===== config.mk =====
export PLATFORM = sky130hd
export DESIGN_NAME = axis_ad5791_flat
export DESIGN_NICKNAME = d
export VERILOG_FILES = /design/src/rtl/axis_ad5791_if.sv /design/src/rtl/axis_ad5791.sv /design/src/flat_wrapper.sv
export SDC_FILE = /design/constraint.sdc
export NUM_CORES = 1
export LEC_CHECK = 0
export ABC_AREA = 1
export BUFFER_PORTS_ARGS = -buffer_cell sky130_fd_sc_hd__buf_2
export CAP_MARGIN = 15
export CORE_MARGIN = 1.5
export CORE_UTILIZATION = 55
export CTS_BUF_LIST = sky130_fd_sc_hd__clkbuf_4 sky130_fd_sc_hd__clkbuf_8
export DETAILED_ROUTE_END_ITERATION = 8
export PLACE_DENSITY = 0.77
export SYNTH_ARGS = -nofsm -noshare
export SYNTH_HDL_FRONTEND = slang
export SYNTH_SLANG_ARGS = --single-unit

===== constraint.sdc =====
create_clock -name a_clk -period 2.6 [get_ports a_clk]
set_input_delay 0.78 -clock a_clk [delete_from_list [all_inputs] [get_ports a_clk]]
set_output_delay 0.78 -clock a_clk [all_outputs]
set_load 0.05 [all_outputs]

===== src/rtl/axis_ad5791_if.sv =====
// AXI-Stream sample and configuration inputs feeding the AD5791 driver.
interface axis_ad5791_if;
  logic [31:0] S_AXIS1_tdata;
  logic        S_AXIS1_tvalid;
  logic [31:0] S_AXIS2_tdata;
  logic        S_AXIS2_tvalid;
  logic [31:0] S_AXIS3_tdata;
  logic        S_AXIS3_tvalid;
  logic [31:0] S_AXIS4_tdata;
  logic        S_AXIS4_tvalid;
  logic [31:0] S_AXISCFG_tdata;
  logic        S_AXISCFG_tvalid;

  modport master (
    output S_AXIS1_tdata, S_AXIS1_tvalid,
    output S_AXIS2_tdata, S_AXIS2_tvalid,
    output S_AXIS3_tdata, S_AXIS3_tvalid,
    output S_AXIS4_tdata, S_AXIS4_tvalid,
    output S_AXISCFG_tdata, S_AXISCFG_tvalid
  );

  modport slave (
    input S_AXIS1_tdata, S_AXIS1_tvalid,
    input S_AXIS2_tdata, S_AXIS2_tvalid,
    input S_AXIS3_tdata, S_AXIS3_tvalid,
    input S_AXIS4_tdata, S_AXIS4_tvalid,
    input S_AXISCFG_tdata, S_AXISCFG_tvalid
  );
endinterface


===== src/rtl/axis_ad5791.sv =====
// Four-channel AD5791 serial driver: streams X/Y/Z/U samples as DAC-register
// writes on parallel SDIN lines with shared SCLK/SYNC/LDAC, or sends
// host-supplied 24-bit control words in configuration mode.
module axis_ad5791 #(
  parameter int unsigned GAP_CYCLES = 4,
  parameter int unsigned DATA_MSB   = 31
) (
  input  logic                a_clk,
  input  logic                reset,
  axis_ad5791_if.slave        s_axis,
  input  logic                configuration_mode,
  input  logic [2:0]          configuration_axis,
  input  logic                configuration_send,
  output logic                dac_sclk,
  output logic                dac_sync_n,
  output logic [3:0]          dac_sdin,
  output logic                dac_ldac_n,
  output logic                busy
);

  localparam int unsigned DATA_W       = 20;
  localparam int unsigned WORD_W       = 24;
  localparam int unsigned N_AXES       = 4;
  localparam int unsigned SHIFT_CYCLES = 2 * WORD_W;
  localparam int unsigned CNT_MAX      = (GAP_CYCLES > SHIFT_CYCLES) ? GAP_CYCLES : SHIFT_CYCLES;
  localparam int unsigned CNT_W        = $clog2(CNT_MAX);

  typedef enum logic [1:0] {IDLE, SHIFT, GAP, LDAC} state_t;

  logic [N_AXES-1:0][31:0]       tdata;
  logic [N_AXES-1:0]             tvalid;
  logic [N_AXES-1:0][DATA_W-1:0] sample_reg;
  logic [N_AXES-1:0][DATA_W-1:0] new_data;
  logic [N_AXES-1:0][WORD_W-1:0] stream_word;
  logic [N_AXES-1:0][WORD_W-1:0] cfg_reg;
  logic [N_AXES-1:0][WORD_W-1:0] shreg, shreg_nxt;
  logic [CNT_W-1:0]              cnt, cnt_nxt;
  state_t                        state, state_nxt;
  logic                          is_stream, stream_nxt;
  logic                          send_d, pending, start_cfg, go_idle;
  logic                          sclk_nxt, sync_n_nxt, ldac_n_nxt, busy_nxt;
  logic [N_AXES-1:0]             sdin_nxt;
  logic                          unused_bits;

  assign tdata  = {s_axis.S_AXIS4_tdata, s_axis.S_AXIS3_tdata,
                   s_axis.S_AXIS2_tdata, s_axis.S_AXIS1_tdata};
  assign tvalid = {s_axis.S_AXIS4_tvalid, s_axis.S_AXIS3_tvalid,
                   s_axis.S_AXIS2_tvalid, s_axis.S_AXIS1_tvalid};

  // Bits outside the DAC slices are intentionally dropped.
  assign unused_bits = ^{tdata, s_axis.S_AXISCFG_tdata[31:WORD_W]};

  // DAC-register write words, using this cycle's sample when it is valid.
  always_comb begin
    for (int n = 0; n < N_AXES; n++) begin
      new_data[n]    = tdata[n][DATA_MSB -: DATA_W];
      stream_word[n] = {1'b0, 3'b001, (tvalid[n] ? new_data[n] : sample_reg[n])};
    end
  end

  // Per-axis sample holding registers, loaded whenever tvalid is high.
  always_ff @(posedge a_clk) begin
    if (reset) begin
      sample_reg <= '0;
    end else begin
      for (int n = 0; n < N_AXES; n++) begin
        if (tvalid[n]) sample_reg[n] <= new_data[n];
      end
    end
  end

  // Per-axis control words written by the host in configuration mode.
  always_ff @(posedge a_clk) begin
    if (reset) begin
      cfg_reg <= '0;
    end else if (configuration_mode && s_axis.S_AXISCFG_tvalid && !configuration_axis[2]) begin
      cfg_reg[configuration_axis[1:0]] <= s_axis.S_AXISCFG_tdata[WORD_W-1:0];
    end
  end

  // Send rising-edge detector; the request stays pending until a config frame starts.
  always_ff @(posedge a_clk) begin
    if (reset) begin
      send_d  <= 1'b0;
      pending <= 1'b0;
    end else begin
      send_d <= configuration_send;
      if (!configuration_mode) pending <= 1'b0;
      else pending <= (pending && !start_cfg) || (configuration_send && !send_d);
    end
  end

  // Frame sequencing. The cycle that would return to IDLE also makes the IDLE
  // start decision, so back-to-back frames run at the minimum period.
  always_comb begin
    state_nxt  = state;
    cnt_nxt    = cnt;
    shreg_nxt  = shreg;
    stream_nxt = is_stream;
    go_idle    = 1'b0;
    start_cfg  = 1'b0;
    case (state)
      IDLE: go_idle = 1'b1;
      SHIFT: begin
        if (cnt == CNT_W'(SHIFT_CYCLES - 1)) begin
          state_nxt = GAP;
          cnt_nxt   = '0;
        end else begin
          cnt_nxt = cnt + CNT_W'(1);
          if (cnt[0]) begin
            for (int n = 0; n < N_AXES; n++) shreg_nxt[n] = {shreg[n][WORD_W-2:0], 1'b0};
          end
        end
      end
      GAP: begin
        if (cnt == CNT_W'(GAP_CYCLES - 1)) begin
          cnt_nxt = '0;
          if (is_stream) state_nxt = LDAC;
          else go_idle = 1'b1;
        end else begin
          cnt_nxt = cnt + CNT_W'(1);
        end
      end
      LDAC: go_idle = 1'b1;
      default: go_idle = 1'b1;
    endcase

    if (go_idle) begin
      state_nxt = IDLE;
      cnt_nxt   = '0;
      if (configuration_mode && pending) begin
        state_nxt  = SHIFT;
        shreg_nxt  = cfg_reg;
        stream_nxt = 1'b0;
        start_cfg  = 1'b1;
      end else if (!configuration_mode && (|tvalid)) begin
        state_nxt  = SHIFT;
        shreg_nxt  = stream_word;
        stream_nxt = 1'b1;
      end
    end

    sclk_nxt   = (state_nxt == SHIFT) && !cnt_nxt[0];
    sync_n_nxt = (state_nxt != SHIFT);
    ldac_n_nxt = (state_nxt != LDAC);
    busy_nxt   = (state_nxt != IDLE);
    for (int n = 0; n < N_AXES; n++) begin
      sdin_nxt[n] = (state_nxt == SHIFT) && shreg_nxt[n][WORD_W-1];
    end
  end

  // State, shift data and registered DAC pins.
  always_ff @(posedge a_clk) begin
    if (reset) begin
      state      <= IDLE;
      cnt        <= '0;
      shreg      <= '0;
      is_stream  <= 1'b0;
      dac_sclk   <= 1'b0;
      dac_sync_n <= 1'b1;
      dac_sdin   <= '0;
      dac_ldac_n <= 1'b1;
      busy       <= 1'b0;
    end else begin
      state      <= state_nxt;
      cnt        <= cnt_nxt;
      shreg      <= shreg_nxt;
      is_stream  <= stream_nxt;
      dac_sclk   <= sclk_nxt;
      dac_sync_n <= sync_n_nxt;
      dac_sdin   <= sdin_nxt;
      dac_ldac_n <= ldac_n_nxt;
      busy       <= busy_nxt;
    end
  end

endmodule


===== src/flat_wrapper.sv =====
// flat-port wrapper written by rule: the top's interface ports become plain ports
module axis_ad5791_flat 
#(
  parameter int unsigned GAP_CYCLES = 4,
  parameter int unsigned DATA_MSB   = 31
)
  (a_clk, reset, configuration_mode, configuration_axis, configuration_send, dac_sclk, dac_sync_n, dac_sdin, dac_ldac_n, busy, s_axis_S_AXIS1_tdata, s_axis_S_AXIS1_tvalid, s_axis_S_AXIS2_tdata, s_axis_S_AXIS2_tvalid, s_axis_S_AXIS3_tdata, s_axis_S_AXIS3_tvalid, s_axis_S_AXIS4_tdata, s_axis_S_AXIS4_tvalid, s_axis_S_AXISCFG_tdata, s_axis_S_AXISCFG_tvalid);
  axis_ad5791_if s_axis_i ();
  input  logic a_clk;
  input  logic reset;
  input  logic configuration_mode;
  input  logic [2:0] configuration_axis;
  input  logic configuration_send;
  output logic dac_sclk;
  output logic dac_sync_n;
  output logic [3:0] dac_sdin;
  output logic dac_ldac_n;
  output logic busy;
  input wire logic [$bits(s_axis_i.S_AXIS1_tdata)-1:0] s_axis_S_AXIS1_tdata;
  input wire logic [$bits(s_axis_i.S_AXIS1_tvalid)-1:0] s_axis_S_AXIS1_tvalid;
  input wire logic [$bits(s_axis_i.S_AXIS2_tdata)-1:0] s_axis_S_AXIS2_tdata;
  input wire logic [$bits(s_axis_i.S_AXIS2_tvalid)-1:0] s_axis_S_AXIS2_tvalid;
  input wire logic [$bits(s_axis_i.S_AXIS3_tdata)-1:0] s_axis_S_AXIS3_tdata;
  input wire logic [$bits(s_axis_i.S_AXIS3_tvalid)-1:0] s_axis_S_AXIS3_tvalid;
  input wire logic [$bits(s_axis_i.S_AXIS4_tdata)-1:0] s_axis_S_AXIS4_tdata;
  input wire logic [$bits(s_axis_i.S_AXIS4_tvalid)-1:0] s_axis_S_AXIS4_tvalid;
  input wire logic [$bits(s_axis_i.S_AXISCFG_tdata)-1:0] s_axis_S_AXISCFG_tdata;
  input wire logic [$bits(s_axis_i.S_AXISCFG_tvalid)-1:0] s_axis_S_AXISCFG_tvalid;
  assign s_axis_i.S_AXIS1_tdata = s_axis_S_AXIS1_tdata;
  assign s_axis_i.S_AXIS1_tvalid = s_axis_S_AXIS1_tvalid;
  assign s_axis_i.S_AXIS2_tdata = s_axis_S_AXIS2_tdata;
  assign s_axis_i.S_AXIS2_tvalid = s_axis_S_AXIS2_tvalid;
  assign s_axis_i.S_AXIS3_tdata = s_axis_S_AXIS3_tdata;
  assign s_axis_i.S_AXIS3_tvalid = s_axis_S_AXIS3_tvalid;
  assign s_axis_i.S_AXIS4_tdata = s_axis_S_AXIS4_tdata;
  assign s_axis_i.S_AXIS4_tvalid = s_axis_S_AXIS4_tvalid;
  assign s_axis_i.S_AXISCFG_tdata = s_axis_S_AXISCFG_tdata;
  assign s_axis_i.S_AXISCFG_tvalid = s_axis_S_AXISCFG_tvalid;
  axis_ad5791 #(.GAP_CYCLES(GAP_CYCLES), .DATA_MSB(DATA_MSB)) u_core (.a_clk(a_clk), .reset(reset), .s_axis(s_axis_i), .configuration_mode(configuration_mode), .configuration_axis(configuration_axis), .configuration_send(configuration_send), .dac_sclk(dac_sclk), .dac_sync_n(dac_sync_n), .dac_sdin(dac_sdin), .dac_ldac_n(dac_ldac_n), .busy(busy));
endmodule

==> results.json <==
{
  "die-area_mm2": 0.0242,
  "arrival_ns": 2.74,
  "ant_nets": 0,
  "reg2reg_slack_ns": 0.36,
  "synth_seq_cells": 291,
  "drc": 0,
  "die_width_um": 156,
  "via_per_inst": 5.28,
  "antenna_found_initial": 1,
  "syn_inst": 1912,
  "cp-end-kind": "flop",
  "power_density_mw_per_mm2": 848,
  "cp_max_fo": 30,
  "crit_start": "u_core.state[0]",
  "p_total_mw": 12.4,
  "cts_made_buffers": 47,
  "p_leak_nw": 6.75,
  "cap_viol_max_count": 0,
  "dr.pass1.iters": 6,
  "crit_buf_inv": 3,
  "grtUsageTotal_pct": 27.9,
  "syn_nets": 2087,
  "multi_input_area_mm2": 0.00583,
  "critical_path_class": "flop to flop",
  "area_delta_synth_final_pct": 14.6,
  "gp_congestion": 0.856,
  "ioPinCount": 180,
  "worst_r2r_endpoint": "u_core.shreg[18]",
  "core_area_mm2": 0.0227,
  "clock_latency_ns": 0.56,
  "startpoint_type": "flop",
  "grt_start_max_net_pins": 95,
  "hp-class": "input port to flop",
  "slowest_stage": "ha_1",
  "dp_hpwl_um": 22000,
  "period_needed_ns": 2.24,
  "slew_viol_final": 0,
  "stdcell_area_mm2": 0.0147,
  "portBuffers": 123,
  "critPathCapture": "u_core.shreg[18]",
  "drive_gt1_share_pct": 14.7,
  "h-tree-depth": 2,
  "post_cts_buffers": 0,
  "synth_area_per_cell_um2": 6.70,
  "rsz0062_at_grt": "false",
  "relSlewSlack_pct": 40.1,
  "cts_root_buffer": "clkbuf_8",
  "max_freq_mhz": 446,
  "vdd_drop_max_mv": 0.707,
  "clock_path_buffers": 3,
  "dpl-instance-area_mm2": 0.0137,
  "required_ns": 3.10,
  "yosysSeqAreaShare_pct": 45.5,
  "drt-wirelength-per-cell_um": 14.6,
  "crit_path_frequent_cell": "nand2_1",
  "vias": 12234,
  "worstPathCellList": "inv_1 > ha_1 > inv_2 > nand2_2 > nand2_4 > nor2_4 > buf_4 > nand2_1 > nand2_1 > nand2_1 > nand2_1",
  "grt_pass1_wl_um": 54400,
  "cpLargestDelayFamily": "simple AND/OR/NAND/NOR gates",
  "tns_ns": 0,
  "syn_area_mm2": 0.0128,
  "slowest_delay_ns": 0.42,
  "clock-sinks": 291,
  "skew_ns": 0.0133,
  "period_share_pct": 86.2,
  "final_nets": 2176,
  "clk_pin_slew_ns": 0.06,
  "n_fill_cell": 2063,
  "first_global_vias": 11082,
  "die_h_um": 156,
  "rows": 55,
  "cp_num_cells": 11,
  "start_util_pct": 56.4,
  "status": "finished clean",
  "grt-ovfl-total": 0,
  "worst_pin_slew_ns": 0.897,
  "cts_resized": 0,
  "drt_iter0_markers": 993,
  "regArea_mm2": 0.00583,
  "regToRegStartpoint": "u_core.state[0]",
  "cts_tree": "done",
  "setup_violations": 0,
  "wl_um": 33900,
  "yosysWarnings": 0,
  "synth_cell_types": 25,
  "finalHoldViolations": 0,
  "hold_start": "configuration_send",
  "r2r_cells": 11,
  "postCtsHoldBufs": 0
}
==> worst register-to-register path, stage by stage, from the launching register on <==
cell,delay (ns)
dfxtp_1,0.34
inv_1,0.06
ha_1,0.42
inv_2,0.12
nand2_2,0.19
nand2_4,0.12
nor2_4,0.22
buf_4,0.39
nand2_1,0.15
nand2_1,0.08
nand2_1,0.04
nand2_1,0.05
==> cell usage in the layout, fill, tap and decap left out, drive strengths merged <==
master	count
a21oi	31
buf	168
clkbuf	75
clkinv	4
clkinvlp	1
dfxtp	291
diode	1
ha	3
inv	162
mux2i	1
nand2	516
nand3	51
nand4	79
nor2	358
nor3	3
o21a	7
o21ai	244
or2	35
xor2	4
==> stage by stage <==
| step | utilization [%] | setup WS, ns | hold WS, ns | std cells |
|---|---|---|---|---|
| floorplan | - | 0.677 | 0.435 | 1912 |
| global placement | 60.5 | 0.320 | 0.443 | 2237 |
| detailed placement | 60.5 | 0.293 | 0.453 | 2237 |
| CTS | 64.6 | 0.398 | 0.416 | 2318 |
| global route | 64.6 | 0.185 | 0.433 | 2319 |
| finish | 64.6 | 0.358 | 0.435 | 2319 |
==> cells in the mapped netlist <==
master | count | area, µm²
o21ai_0 | 244 | 1220
xor2_1 | 4 | 35.0
nand2_2 | 1 | 6.26
inv_2 | 5 | 18.8
buf_2 | 31 | 155
nand2_1 | 514 | 1930
buf_4 | 14 | 105
buf_1 | 12 | 45.0
o21a_1 | 7 | 52.6
or2_2 | 35 | 219
dfxtp_1 | 291 | 5830
nand4_1 | 79 | 494
nor2_2 | 1 | 6.26
a21oi_1 | 31 | 155
nand3_2 | 2 | 20.0
nor2_1 | 356 | 1340
nor2_4 | 1 | 11.3
inv_1 | 155 | 582
nand3_1 | 49 | 245
clkbuf_1 | 71 | 267
mux2i_1 | 1 | 10.0
clkinv_1 | 1 | 3.75
nor3_1 | 3 | 15.0
ha_1 | 3 | 37.5
nand2_4 | 1 | 11.3
==> routing by layer <==
metal  GRT usage (%)  wire [µm]  up-vias
li1                -          -     6200
met1            36.9      15000     5557
met2            45.4      15400      401
met3            4.33       2320       76
met4            12.1       1180        0
met5               0          0        -
==> worst min-delay path by stage <==
stage / cells after the start / to
after floorplan: 2 / u_core.shreg[92]
after global placement: 2 / u_core.shreg[92]
after detailed placement: 2 / u_core.shreg[94]
after CTS: 3 / u_core.send_d
after global routing: 3 / u_core.send_d
final: 3 / u_core.send_d
==> final cells by class <==
cell class / instances / share of cell area [%]
repair buffers: 168 / 7.60
diodes: 1 / 0.0171
inverters: 161 / 4.13
clock buffers: 75 / 6.18
clock inverters: 6 / 0.247
flip-flops and latches: 291 / 39.7
multi-input cells: 1332 / 39.7
well taps: 285 / 2.43
==> logic make-up after synthesis <==
group           synth area share [%]
fa+ha+maj                      0.293
mux                           0.0782
simple gates                    33.5
xor+xnor                       0.274
buf+inv                         9.18
compound gates                  11.2
flops                           45.5
==> power breakdown <==
group          switching (mW)  internal [mW]
clock network            1.77           2.20
registers               0.199           4.91
logic                    2.32           1.04
total                    4.29           8.15
Note: power is estimated with default switching activity, not from simulation.
